===== src/rtl/asic_clkdiv_prog_pkg.sv =====
// Shared types and helpers for the programmable clock divider.
// Used by the top module and by its counter.
package asic_clkdiv_prog_pkg;

  typedef enum logic [1:0] {
    IDLE = 2'd0,
    RUN  = 2'd1,
    STOP = 2'd2
  } state_t;

  localparam int RATIO_MIN = 2;

  // Length of the high phase for ratio r: the odd cycle goes to the high phase.
  function automatic logic [31:0] hi_of(input logic [31:0] r);
    return r - (r >> 1);
  endfunction

endpackage


===== src/rtl/asic_clkdiv_cnt.sv =====
// N-bit wrap counter: counts 0..ratio-1, raises tc on the last count, and accepts a load.
// Exposes cnt_next so that the parent can register decodes of the following count.
module asic_clkdiv_cnt
  import asic_clkdiv_prog_pkg::*;
#(
  parameter int    N    = 8,
  parameter string PROP = "DEFAULT"
) (
  input  logic         clk,
  input  logic         nreset,
  input  logic         step,
  input  logic         load,
  input  logic [N-1:0] load_val,
  input  logic [N-1:0] ratio,
  output logic [N-1:0] cnt_next,
  output logic         tc
);

  logic [N-1:0] cnt;

  // PROP picks the terminal-count compare structure. Both forms agree because cnt < ratio.
  localparam bit TC_INC = (PROP == "SPEED");

  if (TC_INC) begin : g_tc_inc
    assign tc = ((cnt + N'(1)) == ratio);
  end else begin : g_tc_dec
    assign tc = (cnt == (ratio - N'(1)));
  end

  always_comb begin
    cnt_next = cnt;
    if (load) begin
      cnt_next = load_val;
    end else if (step) begin
      cnt_next = tc ? '0 : cnt + N'(1);
    end
  end

  always_ff @(posedge clk or negedge nreset) begin
    if (!nreset) begin
      cnt <= '0;
    end else begin
      cnt <= cnt_next;
    end
  end

endmodule


===== src/rtl/asic_clkdiv_prog.sv =====
// Programmable integer clock divider with glitch-free ratio changes at period boundaries.
// clkout is a plain register output so that the downstream inverter sees a clean clock.
module asic_clkdiv_prog
  import asic_clkdiv_prog_pkg::*;
#(
  parameter int    N    = 8,
  parameter string PROP = "DEFAULT"
) (
  input  logic         clk,
  input  logic         nreset,
  input  logic         en,
  input  logic         cfg_valid,
  input  logic [N-1:0] cfg_div,
  output logic         cfg_ready,
  output logic         clkout,
  output logic         rise,
  output logic         fall,
  output logic         active
);

  state_t       state, state_next;
  logic [N-1:0] ratio, ratio_next;
  logic [N-1:0] pend, pend_next;
  logic         pend_valid, pend_valid_next;
  logic [N-1:0] cfg_clamped;
  logic [N-1:0] cnt_next, cnt_load_val, hi_next;
  logic         xfer, tc, cnt_load, cnt_step, force_low, clkout_next;

  // Config handshake: a ratio moves when cfg_valid && cfg_ready at a clk edge; the offerer
  // holds cfg_valid and cfg_div steady until then. One pending slot, so ready = slot empty.
  assign cfg_ready   = !pend_valid;
  assign xfer        = cfg_valid && cfg_ready;
  assign cfg_clamped = (cfg_div < N'(RATIO_MIN)) ? N'(RATIO_MIN) : cfg_div;

  always_comb begin
    state_next      = state;
    ratio_next      = ratio;
    pend_next       = pend;
    pend_valid_next = pend_valid;
    cnt_load        = 1'b0;
    cnt_load_val    = '0;
    cnt_step        = 1'b0;
    force_low       = 1'b0;
    case (state)
      IDLE: begin
        force_low = 1'b1;
        if (xfer) ratio_next = cfg_clamped;
        // Park the counter on the boundary so the next edge opens a full period.
        if (en) begin
          state_next   = RUN;
          cnt_load     = 1'b1;
          cnt_load_val = ratio_next - N'(1);
        end
      end
      RUN, STOP: begin
        cnt_step = 1'b1;
        if (tc && pend_valid) begin
          ratio_next      = pend;
          pend_valid_next = 1'b0;
        end
        if (xfer) begin
          pend_next       = cfg_clamped;
          pend_valid_next = 1'b1;
        end
        if (en) begin
          state_next = RUN;
        end else if (state == STOP && tc) begin
          state_next = IDLE;
          force_low  = 1'b1;
        end else begin
          state_next = STOP;
        end
      end
      default: begin
        state_next = IDLE;
        force_low  = 1'b1;
      end
    endcase
  end

  // High phase of the period that cnt_next belongs to, which may use a just-applied ratio.
  assign hi_next     = N'(hi_of(32'(ratio_next)));
  assign clkout_next = !force_low && (cnt_next < hi_next);

  asic_clkdiv_cnt #(
    .N    (N),
    .PROP (PROP)
  ) u_cnt (
    .clk      (clk),
    .nreset   (nreset),
    .step     (cnt_step),
    .load     (cnt_load),
    .load_val (cnt_load_val),
    .ratio    (ratio),
    .cnt_next (cnt_next),
    .tc       (tc)
  );

  always_ff @(posedge clk or negedge nreset) begin
    if (!nreset) begin
      state      <= IDLE;
      ratio      <= N'(RATIO_MIN);
      pend       <= '0;
      pend_valid <= 1'b0;
      clkout     <= 1'b0;
      rise       <= 1'b0;
      fall       <= 1'b0;
      active     <= 1'b0;
    end else begin
      state      <= state_next;
      ratio      <= ratio_next;
      pend       <= pend_next;
      pend_valid <= pend_valid_next;
      clkout     <= clkout_next;
      rise       <= clkout_next && !clkout;
      fall       <= !clkout_next && clkout;
      active     <= (state_next != IDLE);
    end
  end

endmodule


===== config.mk =====
export PLATFORM = sky130hd
export DESIGN_NAME = asic_clkdiv_prog
export DESIGN_NICKNAME = d
export VERILOG_FILES = /design/src/rtl/asic_clkdiv_prog_pkg.sv /design/src/rtl/asic_clkdiv_cnt.sv /design/src/rtl/asic_clkdiv_prog.sv
export SDC_FILE = /design/constraint.sdc
export NUM_CORES = 1
export LEC_CHECK = 0
export ABC_AREA = 1
export CAP_MARGIN = 15
export CORE_UTILIZATION = 54
export CTS_BUF_LIST = sky130_fd_sc_hd__clkbuf_16
export DETAILED_ROUTE_END_ITERATION = 8
export GPL_ROUTABILITY_DRIVEN = 0
export PLACE_DENSITY_LB_ADDON = 0.3
export SLEW_MARGIN = 5
export SYNTH_ARGS = -nofsm -noshare
export SYNTH_HDL_FRONTEND = slang
export SYNTH_SLANG_ARGS = --single-unit

===== constraint.sdc =====
create_clock -name clk -period 7 [get_ports clk]
set_input_delay 1.05 -clock clk [delete_from_list [all_inputs] [get_ports clk]]
set_output_delay 1.05 -clock clk [all_outputs]
set_load 0.005 [all_outputs]

==> results of run 1 <==
==> flip-flops by register name, indices dropped and copies added, names as in the netlist <==
register,cells
pend,8
u_cnt.cnt,8
ratio,8
pend_valid,1
state,2
fall,1
clkout,1
active,1
rise,1
==> layer usage <==
metal,GRT usage [%],vias to the layer above,wire length [µm]
li1,-,1159,-
met1,35.7,1041,2710
met2,41.6,87,2770
met3,5.63,22,423
met4,14.4,0,202
met5,0,-,0
==> placed cells by master (no fill, tap or decap), types with 5 or more instances in the layout <==
cell type        instances
xnor2_1                  8
a22oi_1                  5
inv_1                   49
dfrtp_1                 30
nor2_1                  15
nand2_1                 82
a21oi_1                 24
inv_2                    7
nand4_1                  5
clkdlybuf4s50_1         16
o21ai_0                 29
xor2_1                   8
clkbuf_16                5
ha_1                    20
nand2_2                  7
nand3_1                 13
o211ai_1                 8
==> area by class of cell <==
cell class / count / share of cell area [%]
clock inverter: 3 / 0.396
inverter: 55 / 7.27
multi-input combinational: 248 / 52.4
sequential: 31 / 27.3
tap: 52 / 2.29
timing repair buffer: 17 / 5.90
clock buffer: 5 / 4.40
==> cell families after synthesis <==
kind of cell,Yosys count,synth area share [%]
and+or+nand+nor,137,25.5
adders and majority gates,21,10.7
buffers and inverters,63,9.90
xor gates and xnor gates,16,5.57
DFF,31,30.9
AOI/OAI and AO/OA,74,17.4
==> path summary, 6_finish.rpt <==
kind                           start  depth (start not counted)        to
min reg2reg                   clkout                          1      rise
max reg2reg                 ratio[1]                         26      rise
min in group asynchronous     nreset                          2   pend[3]
max in group asynchronous     nreset                          2  ratio[1]
max                        cfg_valid                         21      rise
min                           clkout                          1      rise
==> metrics by stage <==
stage,instance area [µm²],worst slack [ps],hold slack [ps],instances
global placement,2710,2060,447,403
finish,2840,2200,456,411
global route,2840,1740,474,411
CTS,2840,2240,461,411
floorplan,2510,2880,442,342
detailed placement,2710,1970,457,403
==> out/qor.yml, run 1 <==
sta:
  final.period_utilization_pct: 68.6
  finClkSkew_ps: 3.05
  final-hold-violation-count: 0
  setup_violations: 0
  period_needed_ps: 4800
  rsz0062_at_grt: "false"
  fmax_ghz: 0.208
  worstMarginPinSlew_ps: 660
  final_max_slew_viol_count: 0
  relSlewSlack_pct: 56.0
  setup_tns_ps: 0
place:
  port_buffers: 16
  hpwlAfterDp_um: 4690
route:
  drtIter0Drc: 191
  drc: 0
  vias_per_cell: 5.62
  avgRoutedWirePerCell_um: 14.9
  wl_um: 6110
  drtPass1Iterations: 5
  ant_nets: 0
  num_vias: 2309
synthesis:
  async_reset_ff_share_pct: 100
  synth_edf_count: 0
  synth_area_leaders: "dfrtp_1 30%, nand2_1 12%, ha_1 10%, inv_1 7.2%, o21ai_0 5.8%"
  ys.flop_type: "dfrtp_1"
  syn-cell-area_um2: 2510
  yosysWarnings: 0
  synth_seq_cells: 31
  syn_inst: 342
  synth.net_count: 375
  syn_area_per_cell_um2: 7.35
  synth_area_leader_cell: "dfrtp_1"
  ys_seq_area_share_pct: 30.9
  synth.most_common_cell: "nand2_1"
  synth_common_cells: "82 x nand2_1, 48 x inv_1, 30 x dfrtp_1"
  synth_top_area_share_pct: 29.9
  ys_types: 37
floorplan:
  ios: 17
  die_y_um: 70.2
  initial_utilization_pct: 57.0
  rows: 24
  core_um2: 4410
  chipWidth_um: 70.2
  dieArea_um2: 4930
final_layout:
  seq_area_um2: 777
  multiInputGateArea_um2: 1490
  diodes: 0
  layout-drive-gt1-share_pct: 10.0
  syn2layout_area_growth_pct: 13.0
  n_fill_cell: 388
  nNetsFinal: 391
  final_util_pct: 64.4
clock_tree:
  clk_path_buf_depth: 2
  cts.sinks: 31
  clk_pin_slew_ps: 50
  root_buffer: "clkbuf_16"
  clk_latency_ps: 280
  tritoncts: "built"
  ctsResizeCount: 0
  ctsHoldBuffers: 0
  cts_inserted_buffers: 5
  htree_levels: 2
  post-cts-setup-buffers: 0
grt:
  grtUsageTotal_pct: 27.1
  grt_max_degree: 32
  grt_overflow: 0
  grt_pass1_vias: 2224
  antenna_found_initial: 0
  grt_pass1_wl_um: 10400
critical_path:
  cp.arrival_ps: 5020
  r2r_setup_slack_ps: 2270
  critPathLaunchType: "input port"
  crit_required_ps: 7210
  crit_family: "compound AO/OA/AOI/OAI gates"
  path_cells: "clkdlybuf4s50_1 -> nand2_2 -> o21ai_0 -> inv_1 -> a21oi_1 -> a22oi_2 -> ha_1 -> nand2_1 -> o21ai_0 -> a21oi_1 -> o21ai_0 -> a21oi_1 -> inv_1 -> a21oi_1 -> xor2_1 -> ha_1 -> a21oi_1 -> o21ai_0 -> a21oi_1 -> nand2_2 -> nor2_2"
  critPathKind: "input port to flop"
  crit_path_frequent_cell: "a21oi_1"
  crit_buf_inv: 3
  path_max_fanout: 16
  cp-end-kind: "flop"
  crit_path_top_delay_cell: "o21ai_0"
  cp_slowest_stage_delay_ps: 490
min_path:
  hold_path.class: "flop to flop"
run:
  cap_violations: 0
outcome:
  status: "complete, no violations"
Power of run 1 is not shown: default switching activity piles up to over one toggle a cycle in this logic, so the estimate is an artifact.
==> inputs of run 2 (changes only) <==
==> constraint.sdc (replaced) <==
create_clock -name clk -period 4.2 [get_ports clk]
set_input_delay 0.63 -clock clk [delete_from_list [all_inputs] [get_ports clk]]
set_output_delay 0.63 -clock clk [all_outputs]
set_load 0.005 [all_outputs]
==> out/qor.yml, run 2 (same netlist as run 1, synthesis figures left out) <==
clock_tree:
  ctsHoldBuffers: 0  # unchanged
  root_buffer: "clkbuf_16"
  htree_levels: 2  # unchanged
  clk_latency_ps: 280  # about the same
  clk_path_buf_depth: 2  # unchanged
  cts.sinks: 31  # unchanged
  clk_pin_slew_ps: 50  # about the same
  cts_inserted_buffers: 5  # unchanged
  tritoncts: "built"
sta:
  final_max_slew_viol_count: 0  # unchanged
  finClkSkew_ps: 4.57  # +1.51 ps
  period_needed_ps: 4070
  fmax_ghz: 0.245
  relSlewSlack_pct: 51.2  # -4.8 points
  final.period_utilization_pct: 97.0
  final-hold-violation-count: 0  # unchanged
  rsz0062_at_grt: "true"
  setup_violations: 0  # unchanged
  layout_setup_ws_ps: 126  # -2070 ps
  worstMarginPinSlew_ps: 732  # +72.1 ps
grt:
  grt_pass1_vias: 2400  # +7.9%
  antenna_found_initial: 0  # unchanged
  grt_pass1_wl_um: 11100  # +6.9%
  met1_usage_pct: 37.1  # +1.4 points
  grt_overflow: 0  # unchanged
  grt_max_degree: 32  # unchanged
  grtUsageTotal_pct: 28.9  # +1.7 points
  busiest_layer: "met2"
  grt_use_met3_pct: 4.76  # -0.87 points
  groute.layer.met2.usage_pct: 47.6  # +6.0 points
route:
  drtPass1Iterations: 9  # +4
  drtIter0Drc: 222  # +16%
  num_vias: 2530  # +9.6%
  wl_um: 6930  # +13%
  drc: 1  # +1
  ant_nets: 0  # unchanged
  avgRoutedWirePerCell_um: 15.8  # +6.2%
  vias_per_cell: 5.76  # +2.6%
floorplan:
  rows: 24  # unchanged
  chipWidth_um: 70.2  # unchanged
  die_y_um: 70.2  # unchanged
  dieArea_um2: 4930  # unchanged
  ios: 17  # unchanged
  core_um2: 4410  # unchanged
  initial_utilization_pct: 57.0  # unchanged
critical_path:
  cp.arrival_ps: 4290  # -730 ps
  crit_path_top_delay_cell: "dfstp_2"
  cp-end-kind: "flop"
  crit_buf_inv: 3  # unchanged
  crit_required_ps: 4410  # -2800 ps
  crit_family: "compound AO/OA/AOI/OAI gates"
  critPathKind: "flop to flop"
  cp_slowest_stage_delay_ps: 530  # +40 ps
  path_max_fanout: 8  # -8
  critPathLaunchType: "flop"
final_layout:
  n_fill_cell: 338  # -13%
  final_cell_mix: "78 x nand2_1, 47 x inv_1, 30 x dfrtp_1"
  nNetsFinal: 419  # +7.2%
  reg_top3: "pend x8, ratio x8, u_cnt.cnt x8"
  diodes: 0  # unchanged
  layout_commonest_cell: "nand2_1"
  layout-drive-gt1-share_pct: 22.2  # +12 points
  stdcell_count: 439  # +6.8%
  syn2layout_area_growth_pct: 24.8
  fin_area_um2: 3140  # +10%
place:
  dp.cells: 423  # +5.0%
  placed_cell_area_um2: 2860  # +5.6%
  dp_slack_ps: -125  # -2100 ps
  port_buffers: 16  # unchanged
  hpwlAfterDp_um: 5060  # +7.8%
outcome:
  status: "finished with violations"
  violations: "DRC"
run:
  cap_violations: 0  # unchanged
min_path:
  hold_path.class: "flop to flop"
==> run 2: repair_timing <==
action / in CTS / in global routing
gates resized for setup: 4 / 23
buffers inserted: 0 / 8
endpoints found under the setup margin: 3 / 3
pin swaps: 0 / 23
==> run 2: worst paths after layout <==
kind	start	end	slack, ps	cells past startpoint
min reg2reg	clkout	rise	460	1
max reg2reg	ratio[1]	rise	130	27
min in group asynchronous	nreset	pend[4]	760	2
min	clkout	rise	460	1
max	ratio[1]	rise	130	27
max in group asynchronous	nreset	ratio[1]	3100	2
==> run 2: area by class of cell <==
cell class	count	area [µm²]	share of cell area (%)
multi-input combinational	248	1570	50.0
sequential	31	777	24.8
timing repair buffer	45	382	12.2
inverter	55	206	6.58
clock buffer	5	125	3.99
tap	52	65.1	2.07
clock inverter	3	12.5	0.399
==> run 2: through the flow <==
| step | utilization [%] | setup TNS, ps | hold slack, ps |
|---|---|---|---|
| after floorplan | - | 0 | 334 |
| after global placement | 64.7 | 0 | 449 |
| after detailed placement | 64.7 | -323 | 451 |
| after CTS | 68.0 | 0 | 464 |
| after global routing | 71.1 | -88.9 | 482 |
| final | 71.1 | 0 | 461 |
==> run 2: routing by layer <==
layer	wire length, µm	up-vias
met1	2850	1172
met5	0	-
met4	235	0
met3	454	28
met2	3400	112
li1	-	1218
Power of run 2 is left out for the same reason.
